**src/rtl/adder_pkg.sv**
```systemverilog
// adder_pkg
// Shared types and helpers for the pipelined prefix adder.
//   gp_t            : one (generate, propagate) pair
//   LEGAL_WIDTHS    : operand widths the adder supports
//   clog2()         : ceiling log2, usable in constant expressions
//   is_legal_width(): true when a width appears in LEGAL_WIDTHS
package adder_pkg;

  typedef struct packed {
    logic g;
    logic p;
  } gp_t;

  localparam int NUM_LEGAL_WIDTHS = 5;
  localparam int LEGAL_WIDTHS [NUM_LEGAL_WIDTHS] = '{4, 8, 16, 32, 64};

  function automatic int clog2(input int value);
    int result;
    result = 0;
    for (int v = value - 1; v > 0; v = v >> 1) begin
      result = result + 1;
    end
    return result;
  endfunction

  function automatic bit is_legal_width(input int w);
    for (int i = 0; i < NUM_LEGAL_WIDTHS; i++) begin
      if (LEGAL_WIDTHS[i] == w) return 1'b1;
    end
    return 1'b0;
  endfunction

endpackage

```
**src/rtl/pipelined_prefix_adder_gp_combine.sv**
```systemverilog
// gp_combine
// Prefix operator for (G,P) pairs: merges a higher group onto the
// adjacent lower group.
//   gp_hi  : pair for the more significant group
//   gp_lo  : pair for the less significant group
//   gp_res : merged pair covering both groups
module gp_combine
  import adder_pkg::*;
(
  input  gp_t gp_hi,
  input  gp_t gp_lo,
  output gp_t gp_res
);

  assign gp_res.g = gp_hi.g | (gp_hi.p & gp_lo.g);
  assign gp_res.p = gp_hi.p & gp_lo.p;

endmodule

```
**src/rtl/pipelined_prefix_adder.sv**
```systemverilog
// pipelined_prefix_adder
// Brent-Kung prefix adder/subtractor with a valid/ready stream interface.
// Stage 0 forms per-bit (g,p); stages 1..LEVELS are the up-sweep then
// down-sweep of the tree; a final registered stage forms sum/c_out/ovf.
// With PIPE=1 every stage is registered, with PIPE=0 only the result is.
// The whole pipe stalls together whenever a result is waiting un-taken.
//   clk, rst_n          : clock, async active-low reset
//   in_valid, in_ready  : operand handshake
//   a, b, c_in, sub     : operands; sub=1 computes a-b and ignores c_in
//   out_valid, out_ready: result handshake
//   sum, c_out, ovf     : result, carry/no-borrow, signed overflow
module pipelined_prefix_adder
  import adder_pkg::*;
#(
  parameter int WIDTH = 16,
  parameter int PIPE  = 1
) (
  input  logic             clk,
  input  logic             rst_n,
  input  logic             in_valid,
  output logic             in_ready,
  input  logic [WIDTH-1:0] a,
  input  logic [WIDTH-1:0] b,
  input  logic             c_in,
  input  logic             sub,
  output logic             out_valid,
  input  logic             out_ready,
  output logic [WIDTH-1:0] sum,
  output logic             c_out,
  output logic             ovf
);

  localparam int LOG_W  = clog2(WIDTH);
  localparam int LEVELS = 2 * LOG_W - 1;

  if (!is_legal_width(WIDTH)) begin : g_bad_width
    $fatal(1, "pipelined_prefix_adder: unsupported WIDTH %0d", WIDTH);
  end

  logic             advance;
  logic [WIDTH-1:0] b_eff;

  assign advance  = !out_valid || out_ready;
  assign in_ready = advance;
  assign b_eff    = b ^ {WIDTH{sub}};

  for (genvar k = 0; k <= LEVELS; k++) begin : g_lvl
    gp_t  [WIDTH-1:0] gp_d;
    gp_t  [WIDTH-1:0] gp_q;
    logic [WIDTH-1:0] p_d;
    logic [WIDTH-1:0] p_q;
    logic             ci_d;
    logic             ci_q;
    logic             v_d;
    logic             v_q;

    if (k == 0) begin : g_in
      for (genvar i = 0; i < WIDTH; i++) begin : g_bit
        assign gp_d[i].g = a[i] & b_eff[i];
        assign gp_d[i].p = a[i] ^ b_eff[i];
      end
      assign p_d  = a ^ b_eff;
      // Subtraction is a + ~b + 1, so the carry-in is forced to 1.
      assign ci_d = sub | c_in;
      assign v_d  = in_valid;
    end else begin : g_tree
      // Levels 1..LOG_W sweep up with span 2^k; the remaining levels
      // sweep back down filling the odd-position prefixes.
      localparam bit IS_UP = (k <= LOG_W);
      localparam int DEPTH = IS_UP ? k : (2 * LOG_W - k);
      localparam int SPAN  = 1 << DEPTH;
      localparam int HALF  = 1 << (DEPTH - 1);

      for (genvar i = 0; i < WIDTH; i++) begin : g_bit
        localparam bit DO_COMB = IS_UP ? (((i + 1) % SPAN) == 0)
                                       : ((((i + 1) % SPAN) == HALF) && (i >= SPAN));
        if (DO_COMB) begin : g_comb
          gp_combine u_gp_combine (
            .gp_hi  (g_lvl[k-1].gp_q[i]),
            .gp_lo  (g_lvl[k-1].gp_q[i-HALF]),
            .gp_res (gp_d[i])
          );
        end else begin : g_pass
          assign gp_d[i] = g_lvl[k-1].gp_q[i];
        end
      end
      assign p_d  = g_lvl[k-1].p_q;
      assign ci_d = g_lvl[k-1].ci_q;
      assign v_d  = g_lvl[k-1].v_q;
    end

    if (PIPE != 0) begin : g_reg
      always_ff @(posedge clk or negedge rst_n) begin
        if (!rst_n) begin
          v_q <= 1'b0;
        end else if (advance) begin
          v_q <= v_d;
        end
      end

      always_ff @(posedge clk) begin
        if (advance) begin
          gp_q <= gp_d;
          p_q  <= p_d;
          ci_q <= ci_d;
        end
      end
    end else begin : g_wire
      assign gp_q = gp_d;
      assign p_q  = p_d;
      assign ci_q = ci_d;
      assign v_q  = v_d;
    end
  end

  gp_t  [WIDTH-1:0] fin_gp;
  logic [WIDTH-1:0] fin_p;
  logic             fin_ci;
  logic             fin_v;
  logic [WIDTH-1:0] carry;
  logic [WIDTH-1:0] sum_d;
  logic             co_d;
  logic             ovf_d;

  assign fin_gp = g_lvl[LEVELS].gp_q;
  assign fin_p  = g_lvl[LEVELS].p_q;
  assign fin_ci = g_lvl[LEVELS].ci_q;
  assign fin_v  = g_lvl[LEVELS].v_q;

  // fin_gp[i] now covers bits [i:0], so each carry needs one AND-OR.
  always_comb begin
    carry    = '0;
    carry[0] = fin_ci;
    for (int i = 1; i < WIDTH; i++) begin
      carry[i] = fin_gp[i-1].g | (fin_gp[i-1].p & fin_ci);
    end
    co_d  = fin_gp[WIDTH-1].g | (fin_gp[WIDTH-1].p & fin_ci);
    sum_d = fin_p ^ carry;
    ovf_d = carry[WIDTH-1] ^ co_d;
  end

  // Result fields load only on a real beat so a bubble never disturbs them.
  always_ff @(posedge clk or negedge rst_n) begin
    if (!rst_n) begin
      out_valid <= 1'b0;
      sum       <= '0;
      c_out     <= 1'b0;
      ovf       <= 1'b0;
    end else if (advance) begin
      out_valid <= fin_v;
      if (fin_v) begin
        sum   <= sum_d;
        c_out <= co_d;
        ovf   <= ovf_d;
      end
    end
  end

endmodule
```
**config.mk**
```make
export PLATFORM = sky130hd
export DESIGN_NAME = pipelined_prefix_adder
export DESIGN_NICKNAME = d
export VERILOG_FILES = /design/src/rtl/adder_pkg.sv /design/src/rtl/pipelined_prefix_adder_gp_combine.sv /design/src/rtl/pipelined_prefix_adder.sv
export SDC_FILE = /design/constraint.sdc
export NUM_CORES = 1
export LEC_CHECK = 0
export CORE_MARGIN = 2
export CORE_UTILIZATION = 30
export DETAILED_ROUTE_END_ITERATION = 10
export GPL_TIMING_DRIVEN = 0
export HOLD_SLACK_MARGIN = 0.12
export SLEW_MARGIN = 20
export SYNTH_ARGS = -nofsm -noshare
export SYNTH_HDL_FRONTEND = slang
export SYNTH_SLANG_ARGS = --single-unit
export TNS_END_PERCENT = 50
```
**constraint.sdc**
```tcl
create_clock -name clk -period 8.7 [get_ports clk]
set_input_delay 1.74 -clock clk [delete_from_list [all_inputs] [get_ports clk]]
set_output_delay 1.74 -clock clk [all_outputs]
set_load 0.01 [all_outputs]
```
Word-level counts from Yosys, hierarchy flattened
Index checks and enable logic that the tools add are counted.
{"block": "classes", "bitwise": 147, "reduce_logical": 3}
{"cell": "$and A1 B1 Y1", "n": 84}
{"cell": "$xor A16 B16 Y16", "n": 3}
{"cell": "$or A1 B1 Y1", "n": 43}
{"cell": "$xor A1 B1 Y1", "n": 17}
{"cell": "$reduce_and A2 Y1", "n": 1}
{"cell": "$logic_not A1 Y1", "n": 1}
{"cell": "$logic_or A1 B1 Y1", "n": 1}
{"block": "totals", "ff_bits": 419, "output_inout_bits": 20, "wordCells": 434}

Depth between registers and ports, before layout
Gate-level depths: netlist of the first run.
{"block": "logic_depth", "ltp_word": 3, "depth_mapped": 5}

Modules after synthesis
A second synthesis of the first run with hierarchy kept.
{"block": "unflattened", "cells_unflattened": 510, "area_unflattened_um2": 11876.4}
{"mod": "pipelined_prefix_adder", "instances": 1, "cells_per_inst": 458, "area_per_inst_um2": 11486.0, "seq_area_each_um2": 10495.1}
{"mod": "gp_combine", "instances": 26, "cells_per_inst": 2, "area_per_inst_um2": 15.0, "seq_area_each_um2": 0.0}

Worst setup path before layout of the first run
No wires, ideal clock.
{"block": "synth_path", "kind": "input to output", "from": "in out_ready", "to": "out in_ready", "t_arrival_ns": 5.751, "path_slack_ns": 1.209, "stages": 2, "path_buffers": 1, "cell_sequence": "nand2b_4 > buf_2"}
{"block": "synth_via", "elab_chain_cells": 1}
{"element": "start, declared", "line_no": "pipelined_prefix_adder.sv:27", "text": "input logic out_ready,"}
{"element": "$logic_or A1 B1 Y1", "line_no": "pipelined_prefix_adder.sv:43", "text": "assign advance = !out_valid || out_ready;"}
{"element": "end, declared", "line_no": "pipelined_prefix_adder.sv:21", "text": "output logic in_ready,"}
No other way between the ends.

Worst setup path in the final report of the first run
Same ends and word-level chain as after synthesis.

==> out/qor.yml, run 1 <==
outcome:
  status: "finished clean"
clock_tree:
  cts_buffers: 38
  cts_hold_buffers: 0
  clk_latency_ns: 0.54
  cts_setup_buffers: 0
  clockRootBuffer: "clkbuf_16"
  clk_pin_slew_ns: 0.06
  clkSinkCount: 354
  cts_tree: "yes"
  clockBufferDepth: 3
  htreeDepth: 2
  cts_resized: 0
hold_path:
  hold_end: "g_lvl[4].gp_q[13]"
  hold_path_startpoint: "g_lvl[3].gp_q[13]"
  whs_path_depth: 0
  worstHoldPathType: "flop to flop"
pwr:
  p_per_area_mw_per_mm2: 355.9
  total_power_w: 0.005098
  ir_drop_uv: 153.9
  leakage_nw: 5.108
finish:
  design_area_mm2: 0.01433
  antennaDiodeCount: 0
  nets: 664
  stdcell_count: 1156
  syn_to_final_growth_pct: 20.95
  layout-drive-gt1-share_pct: 14.73
  final_util_pct: 36.89
route:
  wl_per_cell_um: 11.87
  via_count: 4380
  drc: 0
  ant_nets: 0
  avgViaCountPerCell: 3.789
  drt_iter0_markers: 201
  firstDrtPassIters: 4
  routed_wirelength_mm: 13.72
floorplanning:
  die_h_um: 202.7
  core_mm2: 0.03883
  dieArea_mm2: 0.04109
  io_pins: 58
  start_util_pct: 30.50
  rows: 72
  dieWidth_um: 202.7
logic_synthesis:
  yosysMostFrequentCell: "edfxtp_1"
  netlist_area_mm2: 0.01184
  ys.flop_type: "edfxtp_1"
  synth_nets: 565
  synth.area.top_cells: "edfxtp_1, dfrtp_1, mux2_2"
  postSynthCellCount: 510
  yosysUniqueCellTypes: 21
  yosys.area.top_type: "edfxtp_1"
  synth_edf_count: 327
  yosys_warnings: 0
  async_reset_ff_share_pct: 7.627
  synth_seq_cells: 354
  yosysSeqAreaShare_pct: 88.61
  yosysTopAreaCellShare_pct: 82.91
  syn_avg_cell_area_um2: 23.22
  synth_common_cells: "edfxtp_1, dfrtp_1, a21o_1, and2_1, mux2_2"
place:
  hpwl_mm: 8.045
  postPlaceCellArea_mm2: 0.01314
  gp_congestion: 0.6355
  placedCellCount: 1087
  io_buffers: 56
setup_path:
  reg2reg_to: "g_lvl[0].p_q[7]"
  regToRegStartpoint: "out_valid"
  cp_max_fo: 63
  startpoint: "out_ready"
  cp.required_ns: 6.96
  start_kind: "primary input"
  critPathKind: "primary input to primary output"
  reg2regPathDepth: 5
  arrival_ns: 3.41
  end_kind: "primary output"
  ff2ff_setup_slack_ns: 6.14
global_route:
  busiest_layer: "met2"
  grt_overflow_total: 0
  grtUsageMet3_pct: 2.119
  grt_use_met1_pct: 8.263
  grt_antenna_before_repair: 0
  grtUsageTotal_pct: 6.779
  grt_pass1_vias: 4469
  grt_max_degree: 108
  grt_pass1_wl_mm: 22.00
  grt_use_met2_pct: 10.65
timing:
  max_freq_mhz: 194.2
  final-setup-viol-count: 0
  worst_pin_slew_ns: 0.6714
  slew_headroom_pct: 55.24
  hold_viol_final: 0
  rsz0062_at_grt: "false"
  slew_viol_final: 0
  fin_crit_ns: 5.150
  fin_crit_sh_pct: 59.20
  skew_ns: 0.02454
job:
  cap_violations: 0
## registers in the layout, summed over array words and instances, names as in the netlist
name and flops:
ovf 1, sum 16, c_out 1, g_lvl.v_q 7, out_valid 1, g_lvl.gp_q 161, fin_v 1, fin_p 16
g_lvl.ci_q 7, fin_gp 31, fin_ci 1, g_lvl.p_q 111
## area by class of cell
cell class	instances	area, um^2
buffer	6	61.31
tap	518	648.1
fill	3515	24500
clock buffer	45	977.2
sequential	354	10500
timing repair buffer	59	638.1
clock inverter	24	207.7
multi-input combinational	150	1297
## worst max-delay path by stage
stage / to / slack, ns / depth (start not counted)
finish: in_ready / 3.55 / 4
global route: in_ready / 3.47 / 4
CTS: in_ready / 3.53 / 4
detailed placement: in_ready / 3.55 / 4
global placement: in_ready / -1.76 / 4
floorplan: in_ready / 1.21 / 2
## where the power goes
| group | total, W | internal (W) | switching [W] |
|---|---|---|---|
| registers | 0.00296 | 0.00275 | 0.000211 |
| logic | 0.000650 | 0.000319 | 0.000331 |
| clock network | 0.00149 | 0.000871 | 0.000620 |
## metal layers
metal	routed length (um)	vias to the layer above
li1	-	2190
met1	6156	2075
met2	6348	78
met3	720	37
met4	491	0
met5	0	-
## placed cells by master (no fill, tap or decap)
cell             instances
buf_8                    1
buf_16                   3
edfxtp_1               327
o21ai_0                  1
bufinv_16                2
clkdlybuf4s50_1         55
clkinvlp_4               2
nor2_1                   2
buf_2                    2
or2_2                    1
clkinv_1                15
inv_16                   1
clkbuf_1                 7
and2_1                  26
clkinv_4                 1
buf_6                    3
clkbuf_16               38
nand2b_1                 1
buf_4                    1
nand2b_4                 1
a2bb2oi_1                1
mux2_2                  25
dfrtp_1                 27
a31oi_1                  1
ha_1                    17
clkinv_16                1
a21oi_2                  9
nand2_2                  1
a21o_1                  26
xor2_1                  16
xnor2_1                 15
a21oi_1                  7
inv_6                    2
## cell families after synthesis
group                      count (synthesis)  synth area share, %
AOI/OAI and AO/OA                         45                2.778
xor gates and xnor gates                  31                2.292
adders and majority gates                 17                1.796
buffers and inverters                      6               0.4331
DFF                                      354                88.61
muxes                                     25                2.377
and+or+nand+nor                           32                1.712
## critical path, cell delays in order
cell and delay (ns):
clkdlybuf4s50_1 0.46, nand2b_4 0.15, buf_8 0.37, clkdlybuf4s50_1 0.63
## metrics by stage
stage	worst slack (ns)	hold WS (ns)	TNS, ns
finish	3.550	0.3949	0
global route	3.473	0.4039	0
CTS	3.528	0.3958	0
detailed placement	3.545	0.4045	0
global placement	-1.758	0.4009	-1.758
floorplan	1.209	0.4003	0
Note: power is estimated with default switching activity, not from simulation.
==> run 2: changes to the inputs <==
==> constraint.sdc (replaced) <==
create_clock -name clk -period 4.7 [get_ports clk]
set_input_delay 0.94 -clock clk [delete_from_list [all_inputs] [get_ports clk]]
set_output_delay 0.94 -clock clk [all_outputs]
set_load 0.01 [all_outputs]
==> out/qor.yml, run 2 (same netlist as run 1, synthesis figures left out) <==
timing:
  final.setup.tns_ns: 0  # unchanged
  hold_viol_final: 0  # unchanged
  slew_viol_final: 0  # unchanged
  rsz0062_at_grt: "false"  # unchanged
  final-setup-viol-count: 0  # unchanged
  worst_pin_slew_ns: 0.7200  # was 0.6714 ns
  hold_slack_ns: 0.4118  # was 0.3949 ns
  skew_ns: 0.02107  # was 0.02454 ns
  max_freq_mhz: 266.5
  fin_crit_ns: 3.752
  fin_crit_sh_pct: 79.83
  slew_headroom_pct: 52.00  # was 55.24%
route:
  ant_nets: 0  # unchanged
  via_count: 4354  # was 4380
  routed_wirelength_mm: 13.77  # was 13.72 mm
  firstDrtPassIters: 4  # unchanged
  wl_per_cell_um: 11.93  # was 11.87 um
  drc: 0  # unchanged
  drt_iter0_markers: 241  # was 201
  avgViaCountPerCell: 3.770  # was 3.789
finish:
  antennaDiodeCount: 0  # unchanged
  largest_reg_flops: 161  # unchanged
  largest_register: "g_lvl.gp_q"  # unchanged
  final_common_cell: "edfxtp_1"  # unchanged
  mostFrequentLayoutCells: "edfxtp_1, clkdlybuf4s50_1, clkbuf_16"  # unchanged
  final_util_pct: 37.03  # was 36.89%
  nets: 663  # was 664
  syn_to_final_growth_pct: 21.40  # was 20.95%
  layout-drive-gt1-share_pct: 15.86  # was 14.73%
pwr:
  leakage_nw: 5.150  # was 5.108 nW
  ir_drop_uv: 236.3  # was 153.9 uV
  p_per_area_mw_per_mm2: 666.1  # was 355.9 mW/mm^2
global_route:
  grt_pass1_wl_mm: 22.40  # was 22.00 mm
  grt_pass1_vias: 4437  # was 4469
  grtUsageTotal_pct: 6.878  # was 6.779%
  grt_antenna_before_repair: 0  # unchanged
  busiest_layer: "met2"  # unchanged
  grt_use_met2_pct: 10.62  # was 10.65%
  grt_use_met1_pct: 8.528  # was 8.263%
  grtUsageMet3_pct: 2.167  # was 2.119%
  grt_overflow_total: 0  # unchanged
  grt_max_degree: 97  # was 108
clock_tree:
  clk_pin_slew_ns: 0.06  # about the same
  cts_buffers: 37  # was 38
  cts_hold_buffers: 0  # unchanged
  clk_latency_ns: 0.52  # was 0.54 ns
  clkSinkCount: 354  # unchanged
  clockBufferDepth: 3  # unchanged
  cts_tree: "yes"  # unchanged
  cts_setup_buffers: 0  # unchanged
  cts_resized: 0  # unchanged
  clockRootBuffer: "clkbuf_16"  # unchanged
  htreeDepth: 2  # unchanged
floorplanning:
  die_h_um: 202.7  # unchanged
  dieWidth_um: 202.7  # unchanged
  io_pins: 58  # unchanged
  core_mm2: 0.03883  # unchanged
  rows: 72  # unchanged
  start_util_pct: 30.50  # unchanged
  dieArea_mm2: 0.04109  # unchanged
setup_path:
  cp_max_fo: 96  # was 63
  cp.required_ns: 3.76  # was 6.96 ns
  end_kind: "primary output"  # unchanged
  start_kind: "primary input"  # unchanged
  arrival_ns: 2.81  # was 3.41 ns
  critPathKind: "primary input to primary output"  # unchanged
job:
  cap_violations: 0  # unchanged
place:
  hpwl_mm: 7.947  # was 8.045 mm
  gp_congestion: 0.6322  # was 0.6355
  io_buffers: 56  # unchanged
hold_path:
  worstHoldPathType: "flop to flop"  # unchanged
outcome:
  status: "finished clean"  # unchanged
run 2: cell count changes in the layout (fill, tap and decap cells not counted):
cell	previous run	this run
clkinv_1	15	8
clkinv_2	0	4
bufinv_16	2	4
clkbuf_8	0	2
clkbuf_1	7	6
clkbuf_16	38	39
clkinv_16	1	0
clkinvlp_4	2	1
inv_16	1	0
inv_6	2	3
run 2: critical path, stage by stage:
cell	delay (ns)
clkdlybuf4s50_1	0.46
nand2b_4	0.15
buf_8	0.53
clkdlybuf4s50_1	0.66
run 2: metal layers:
metal	part of all wire (%)	wire, um
met1	45	6208
met2	46	6279
met3	5.2	717
met4	4.1	568
met5	0	0
run 2: final timing paths:
path / cells past startpoint / slack (ns) / from / to
worst min-delay path: 0 / 0.41 / g_lvl[6].p_q[3] / fin_p[3]
worst max register to register: 3 / 2.75 / out_valid / g_lvl[1].gp_q[2]
worst max-delay path: 4 / 0.95 / out_ready / in_ready
worst min register to register: 0 / 0.41 / g_lvl[6].p_q[3] / fin_p[3]
min in group asynchronous: 1 / 0.46 / rst_n / sum[1]
max in group asynchronous: 1 / 3.80 / rst_n / sum[11]
run 2: where the power goes:
| part | internal [W] | total, W | switching, W |
|---|---|---|---|
| registers | 0.00508 | 0.00548 | 0.000395 |
| clock network | 0.00177 | 0.00290 | 0.00113 |
| logic | 0.000590 | 0.00120 | 0.000608 |
| total | 0.00744 | 0.00958 | 0.00213 |
run 2: layout make-up:
cell class	count	area [um^2]
buffer	6	61.31
clock buffer	47	1026
clock inverter	21	212.7
fill	3472	24450
multi-input combinational	150	1297
sequential	354	10500
tap	518	648.1
timing repair buffer	59	638.1
run 2: per-stage QoR:
step / area [um^2] / setup slack [ns] / total power, W / instances
floorplan: 11850 / 0.4612 / 0.006244 / 510
global placement: 13060 / -1.689 / 0.006758 / 1084
detailed placement: 13140 / 0.9357 / 0.006801 / 1087
CTS: 14380 / 0.9195 / 0.009760 / 1155
global route: 14380 / 0.8524 / 0.01010 / 1155
finish: 14380 / 0.9479 / 0.009577 / 1155
